### config.mk
export PLATFORM = sky130hd
export DESIGN_NAME = regfile_pending_encoder
export DESIGN_NICKNAME = d
export VERILOG_FILES = /design/src/rtl/regfile_pending_encoder.sv
export SDC_FILE = /design/constraint.sdc
export NUM_CORES = 1
export LEC_CHECK = 0
export ABC_AREA = 1
export CORE_ASPECT_RATIO = 1.2
export CORE_UTILIZATION = 40
export DETAILED_ROUTE_END_ITERATION = 7
export GPL_TIMING_DRIVEN = 0
export RECOVER_POWER = 25
export SLEW_MARGIN = 20
export SYNTH_ARGS = -nofsm -noshare
export SYNTH_HDL_FRONTEND = slang
export SYNTH_SLANG_ARGS = --single-unit
### constraint.sdc
create_clock -name clock -period 7.7 [get_ports clock]
set_input_delay 1.54 -clock clock [delete_from_list [all_inputs] [get_ports clock]]
set_output_delay 1.54 -clock clock [all_outputs]
set_load 0.005 [all_outputs]
### src/rtl/regfile_pending_encoder.sv
// Pending-register encoder: collects multi-hot register flags and emits one index per cycle.
// Define REGFILE_PENDING_RR_EN for round-robin selection instead of lowest-index priority.
module regfile_pending_encoder (
  input  logic        clock,
  input  logic        ctrl_reset_n,
  input  logic        set_en,
  input  logic [31:0] set_mask,
  input  logic        out_ready,
  output logic        out_valid,
  output logic [4:0]  out_sel,
  output logic [5:0]  pending_cnt
);

  typedef enum logic {IDLE, HOLD} state_t;

  state_t      state;
  logic [31:0] pending;
  logic [31:0] pendingNext;
  logic [31:0] clearMask;
  logic [31:0] setBits;
  logic [4:0]  selIdx;
  logic        selFound;
  logic        loadSel;

  function automatic logic [4:0] lowestIdx(input logic [31:0] v);
    logic [4:0] idx;
    idx = '0;
    for (int i = 31; i >= 0; i--) begin
      if (v[i]) idx = 5'(i);
    end
    return idx;
  endfunction

  function automatic logic [5:0] popCount(input logic [31:0] v);
    logic [5:0] cnt;
    cnt = '0;
    for (int i = 0; i < 32; i++) begin
      cnt = cnt + 6'(v[i]);
    end
    return cnt;
  endfunction

`ifdef REGFILE_PENDING_RR_EN
  logic [4:0]  lastIdx;
  logic [31:0] upperPending;

  // Prefer indices above the last emitted one; bit 0 is never pending, so wrap lands on 1.
  always_comb begin
    upperPending = '0;
    for (int i = 0; i < 32; i++) begin
      if (5'(i) > lastIdx) upperPending[i] = pending[i];
    end
    selFound = |pending;
    selIdx   = (|upperPending) ? lowestIdx(upperPending) : lowestIdx(pending);
  end
`else
  always_comb begin
    selFound = |pending;
    selIdx   = lowestIdx(pending);
  end
`endif

  // A new set of the bit being cleared keeps it pending.
  always_comb begin
    loadSel     = selFound && ((state == IDLE) || out_ready);
    clearMask   = loadSel ? (32'd1 << selIdx) : '0;
    setBits     = set_en ? (set_mask & 32'hFFFF_FFFE) : '0;
    pendingNext = (pending & ~clearMask) | setBits;
  end

  always_ff @(posedge clock or negedge ctrl_reset_n) begin
    if (!ctrl_reset_n) begin
      state       <= IDLE;
      pending     <= '0;
      out_valid   <= 1'b0;
      out_sel     <= '0;
      pending_cnt <= '0;
    end else begin
      pending     <= pendingNext;
      pending_cnt <= popCount(pendingNext);
      case (state)
        IDLE: begin
          if (loadSel) begin
            out_sel   <= selIdx;
            out_valid <= 1'b1;
            state     <= HOLD;
          end
        end
        HOLD: begin
          if (out_ready) begin
            if (loadSel) begin
              out_sel <= selIdx;
            end else begin
              out_valid <= 1'b0;
              state     <= IDLE;
            end
          end
        end
        default: begin
          state     <= IDLE;
          out_valid <= 1'b0;
        end
      endcase
    end
  end

`ifdef REGFILE_PENDING_RR_EN
  always_ff @(posedge clock or negedge ctrl_reset_n) begin
    if (!ctrl_reset_n) begin
      lastIdx <= '0;
    end else if (loadSel) begin
      lastIdx <= selIdx;
    end
  end
`endif

endmodule
After elaboration in Yosys (flattened, before gate mapping)
Index checks and enable logic that the tools add are counted.
{"block": "word_totals", "regBits": 45, "in_bits": 36}
{"block": "op_classes", "shifts": 1, "reduce_logical": 4, "n_eq_ne": 3, "add_sub_neg": 31, "n_mux": 44, "bitwise_logic": 4}
{"op": "$mux 5", "count": 34}
{"op": "$add 6x1->6", "count": 26}
{"op": "$mux 32", "count": 2}
{"op": "$and 32x32->32", "count": 1}
{"op": "$not 32->32", "count": 1}
{"op": "$or 32x32->32", "count": 1}
{"op": "$reduce_or 32->1", "count": 1}
{"op": "$shl 1x5->32 const A", "count": 1}
{"op": "$pmux 5 s2", "count": 1}
{"op": "$add 5x1->6", "count": 1}
{"op": "$ne 2x2->1 const B", "count": 3}
{"op": "$add 4x1->5", "count": 1}
{"op": "$mux 1", "count": 5}
{"op": "$add 3x1->4", "count": 1}
{"op": "$pmux 1 s2", "count": 2}
{"op": "$add 2x1->3", "count": 1}
{"op": "$reduce_and 3->1", "count": 1}
{"op": "$add 1x1->2", "count": 1}
{"op": "$logic_and 1x1->1", "count": 1}
{"op": "$logic_or 1x1->1", "count": 1}
{"op": "$not 1->1", "count": 1}

Logic depth before layout (Yosys ltp)
{"block": "logic_depth", "word_depth": 68, "mapped_depth": 52, "mapped_depth_nobuf": 52}

Worst setup path after synthesis
No wires, ideal clock.
{"block": "synth_timing", "path_kind": "input-to-reg", "start": "input port out_ready", "end": "register pending_cnt[5]", "arrival_time_ns": 6.437, "path_buffers": 0, "setup_time_ns": 0.119, "path_slack_ns": 1.144, "required_ns": 7.581, "stages": 23, "cell_sequence": "nor2_1 -> a21oi_1 -> inv_1 -> nor2_2 -> inv_1 -> o21ai_1 -> nand2_1 -> fa_1 -> inv_1 -> fa_1 -> inv_1 -> fa_1 -> fa_1 -> fa_1 -> inv_1 -> fa_1 -> inv_1 -> ha_1 -> nand2_1 -> nor2_1 -> a211oi_1 -> nor2_1 -> o21a_1"}
{"element": "start, declared", "line": "8", "rtl": "input logic out_ready,"}
{"element": "$logic_or 1x1->1", "line": "65", "rtl": "loadSel = selFound && ((state == IDLE) || out_ready);"}
{"element": "$logic_and 1x1->1", "line": "65"}
{"element": "$mux 32", "line": "66", "rtl": "clearMask = loadSel ? (32'd1 << selIdx) : '0;"}
{"element": "$not 32->32", "line": "68", "rtl": "pendingNext = (pending & ~clearMask) | setBits;"}
{"element": "$and 32x32->32", "line": "68"}
{"element": "$or 32x32->32", "line": "68"}
{"element": "via pendingNext[19]", "line": "18", "rtl": "logic [31:0] pendingNext;"}
{"element": "$add 6x1->6 (13 in series)", "line": "38", "rtl": "cnt = cnt + 6'(v[i]);"}
{"element": "end signal, assigned", "line": "80", "rtl": "pending_cnt <= popCount(pendingNext);"}
{"element": "end, declared", "line": "11", "rtl": "output logic [5:0] pending_cnt"}
The timed path passes the listed nets, and every way through them passes these cells.
A chain may end at the register's enable or synchronous reset.

Worst setup path in the final report
{"block": "layout_timing", "start": "input port out_ready", "end": "register pending_cnt[4]"}
Same word-level chain as after synthesis.

==> results.md <==
* # diodes at 0
* Pin count of the biggest net entering global routing at 28
* CP Cell Sequence: clkdlybuf4s50_1 > nor2_1 > a21oi_1 > inv_1 > nor2_2 > inv_1 > o21ai_1 > nand2_1 > fa_1 > inv_1 > fa_1 > inv_1 > fa_1 > fa_1 > inv_1 > fa_1 > fa_1 > inv_1 > ha_1 > inv_1 > fa_1 > o21ai_0 > xor2_1
* Yosys warnings at 0
* Pwr/cell area at 247.5 nW/um2
* CP Launch Type: input port
* HP Start: state
* Worst-skew pair later-pin latency at 300 ps
* Vias per cell at 4.810
* Hold buffer count at CTS at 0
* Core ar. at 7664 um2
* Status: finished, final reports clean
* Max Clock Freq at 136.2 MHz
* GRT overflow at 0
* Die W at 83.34 um
* Max-Cap Viols at 0
* Setup TNS Final at 0 ps
* Root buffer selected by CTS: clkbuf_8
* FF-to-FF path depth at 51
* First-pass GRT wire length at 13,360 um
* FP Rows at 35
* Post-DP HPWL at 6669 um
* Post-synth top cells: nand2_1 (126), inv_1 (78), dfrtp_1 (45)
* Placed cell count at 545
* Vias in the first global route at 2,720
* Top-area cell type share of the netlist area at 0.3546
* Netlist cell types at 31
* Arrival @ worst endpoint at 7560 ps
* Crit Path Class: in2reg
* Final Cycle Share at 0.9534
* Post-synthesis register bit count at 45
* GPL Wtd Cong at 0.8984
* Synth Cell Area at 3176 um2
* Final std cells w/o fill at 553
* Critical path endpoint category: register
* Initial antenna violation count at 0
* Final hold viol count at 0
* Slew HR at 0.01236
* Ys async rst share at 1.000
* Port Buf Inserts at 46
* Reg-to-reg startpoint: pending[30]
* H-tree lvl count at 2
* R2R setup slack at 650 ps
* Endpoint of the worst register-to-register path: pending_cnt[4]
* Antenna Violating Nets Remaining at 0
* WP buf/inv at 8
* Minimum clock period at 7341 ps
* CTS clock-pin slew for the worst setup and hold paths at 90 ps
* Initial DRT Pass Iterations at 4
* Worst hold stages at 1
* Slew @ Worst Pin at 1481 ps
* CTS Buffer Depth at 2
* Required time worst endpoint at 7920 ps
* Main flop type after synthesis: dfrtp_1
* CTS Buf Count at 5
* TritonCTS clock tree: done
* Area added between synthesis and finish at 20.76%
* Seq/Total Area, Yosys at 0.3546
* Dominant cells by area after synthesis: dfrtp_1 (35%), fa_1 (15%), nand2_1 (15%)
* Avg WL per Cell at 14.55 um
* Cell accounting for the most synthesized area: dfrtp_1
* Critical path fanouts, max at 10
* Critical-path top delay cell: fa_1
* Final Core Density at 0.5004
* Max VDD drop at 178.0 uV
* Overall routing resource usage at 0.2095
* Avg Inst Size Synth at 7.822 um2
* Slowest stage delay, CP at 550 ps
* Fillers at 796
* Most common cell in the netlist: nand2_1
* Die Height at 99.61 um
* Initial DRC count at 178
* Wirelength, routed at 8044 um
* Final setup viols at 0
* Die area at 8301 um2
* Nets@finish at 527
* Post-Syn Instances at 406
* Number of synthesized flops with an enable pin at 0
* Clock Skews at 6.796 ps
* Lkg Pwr at 1.884 nW
* Top-level port count at 48
* Delay-heaviest family, CP: adder cells
* Hold Crit Class: reg2reg
* CTS sink count at 45
* CTS resizes at 0
* Initial core utilization at 0.4144
* Setup Buffers After CTS at 0
* Residual DRC count at 0
* Syn nets at 473
* RSZ-0062 raised after global routing: false
* Vias after detailed routing at 2,660
* Slew Limit Fails at 0
* Layout cells sized above 1 at 0.06725
* Hold endpoint: out_valid
## worst max path at each step
stage | from | endpoint | slack (ps) | cells after the start
final | out_ready | pending_cnt[4] | 360 | 23
after detailed placement | out_ready | pending_cnt[4] | 90 | 23
after global placement | out_ready | pending_cnt[5] | 110 | 24
after floorplan | out_ready | pending_cnt[5] | 1140 | 23
after global routing | pending[30] | pending_cnt[5] | 20 | 52
after CTS | out_ready | pending_cnt[4] | 360 | 23
## state kept, by name, summed over array words and instances (netlist names)
register,cells
out_sel,5
pending_cnt,6
state,1
pending,32
out_valid,1
## power by group
| group | switching [mW] | total [mW] | internal (mW) |
|---|---|---|---|
| Sequential | 0.0188 | 0.295 | 0.276 |
| Combinational | 0.290 | 0.507 | 0.218 |
| Clock | 0.0842 | 0.147 | 0.0628 |
## per-layer routing
metal,global-route usage,vias to the layer above,routed length [um]
met4,0.05438,0,117
li1,-,1348,-
met3,0.02158,6,198
met1,0.2713,1267,3546
met5,0,-,0
met2,0.3745,39,4180
## through the flow
| step | area, um2 | setup WS, ps | power, mW | hold WS, ps |
|---|---|---|---|---|
| finish | 3835 | 358.6 | 0.9491 | 458.4 |
| global route | 3835 | 19.39 | 1.041 | 490.9 |
| CTS | 3852 | 358.9 | 0.9699 | 460.4 |
| detailed placement | 3766 | 90.71 | 0.8170 | 448.7 |
| global placement | 3751 | 107.2 | 0.8023 | 434.4 |
| floorplan | 3176 | 1144 | 0.6394 | 427.4 |
## area by class of cell
class / count / area [um2] / share of cell area
flip-flops and latches: 45 / 1126 / 0.2936
clock inverters: 3 / 17.52 / 0.004568
inverters: 83 / 311.5 / 0.08124
clock buffers: 5 / 68.82 / 0.01794
plain buffers: 6 / 23.77 / 0.006199
well taps: 92 / 115.1 / 0.03002
repair buffers: 47 / 457.9 / 0.1194
multi-input cells: 272 / 1714 / 0.4470
## logic make-up (layout without fill, tap and decap cells)
| logic type | Yosys count | in the layout | share of synthesized area |
|---|---|---|---|
| buffers and inverters | 89 | 144 | 0.1056 |
| AO/OA/AOI/OAI | 37 | 37 | 0.06777 |
| AND/OR/NAND/NOR | 201 | 201 | 0.2849 |
| flip-flops | 45 | 45 | 0.3546 |
| adder cells (fa/ha/maj) | 31 | 31 | 0.1789 |
| XOR/XNOR | 3 | 3 | 0.008276 |
## cell usage in the layout (no fill, tap or decap), types with 6 or more instances in the layout
master,count
ha_1,7
dfrtp_1,45
nand4_1,11
inv_1,78
nand2_1,126
nand3_1,18
nor2_1,23
nor3_1,6
fa_1,24
a21oi_1,9
o21ai_0,18
clkbuf_1,7
clkdlybuf4s50_1,45
## worst register-to-register path: cells and delay by family (launching register included)
family / cells / cell delay [ps]
flip-flops: 1 / 390
buffers and inverters: 6 / 370
adder cells (fa/ha/maj): 8 / 3610
AND/OR/NAND/NOR: 35 / 2180
XOR/XNOR: 1 / 190
AO/OA/AOI/OAI: 1 / 220
(Power assumes the default switching activity.)
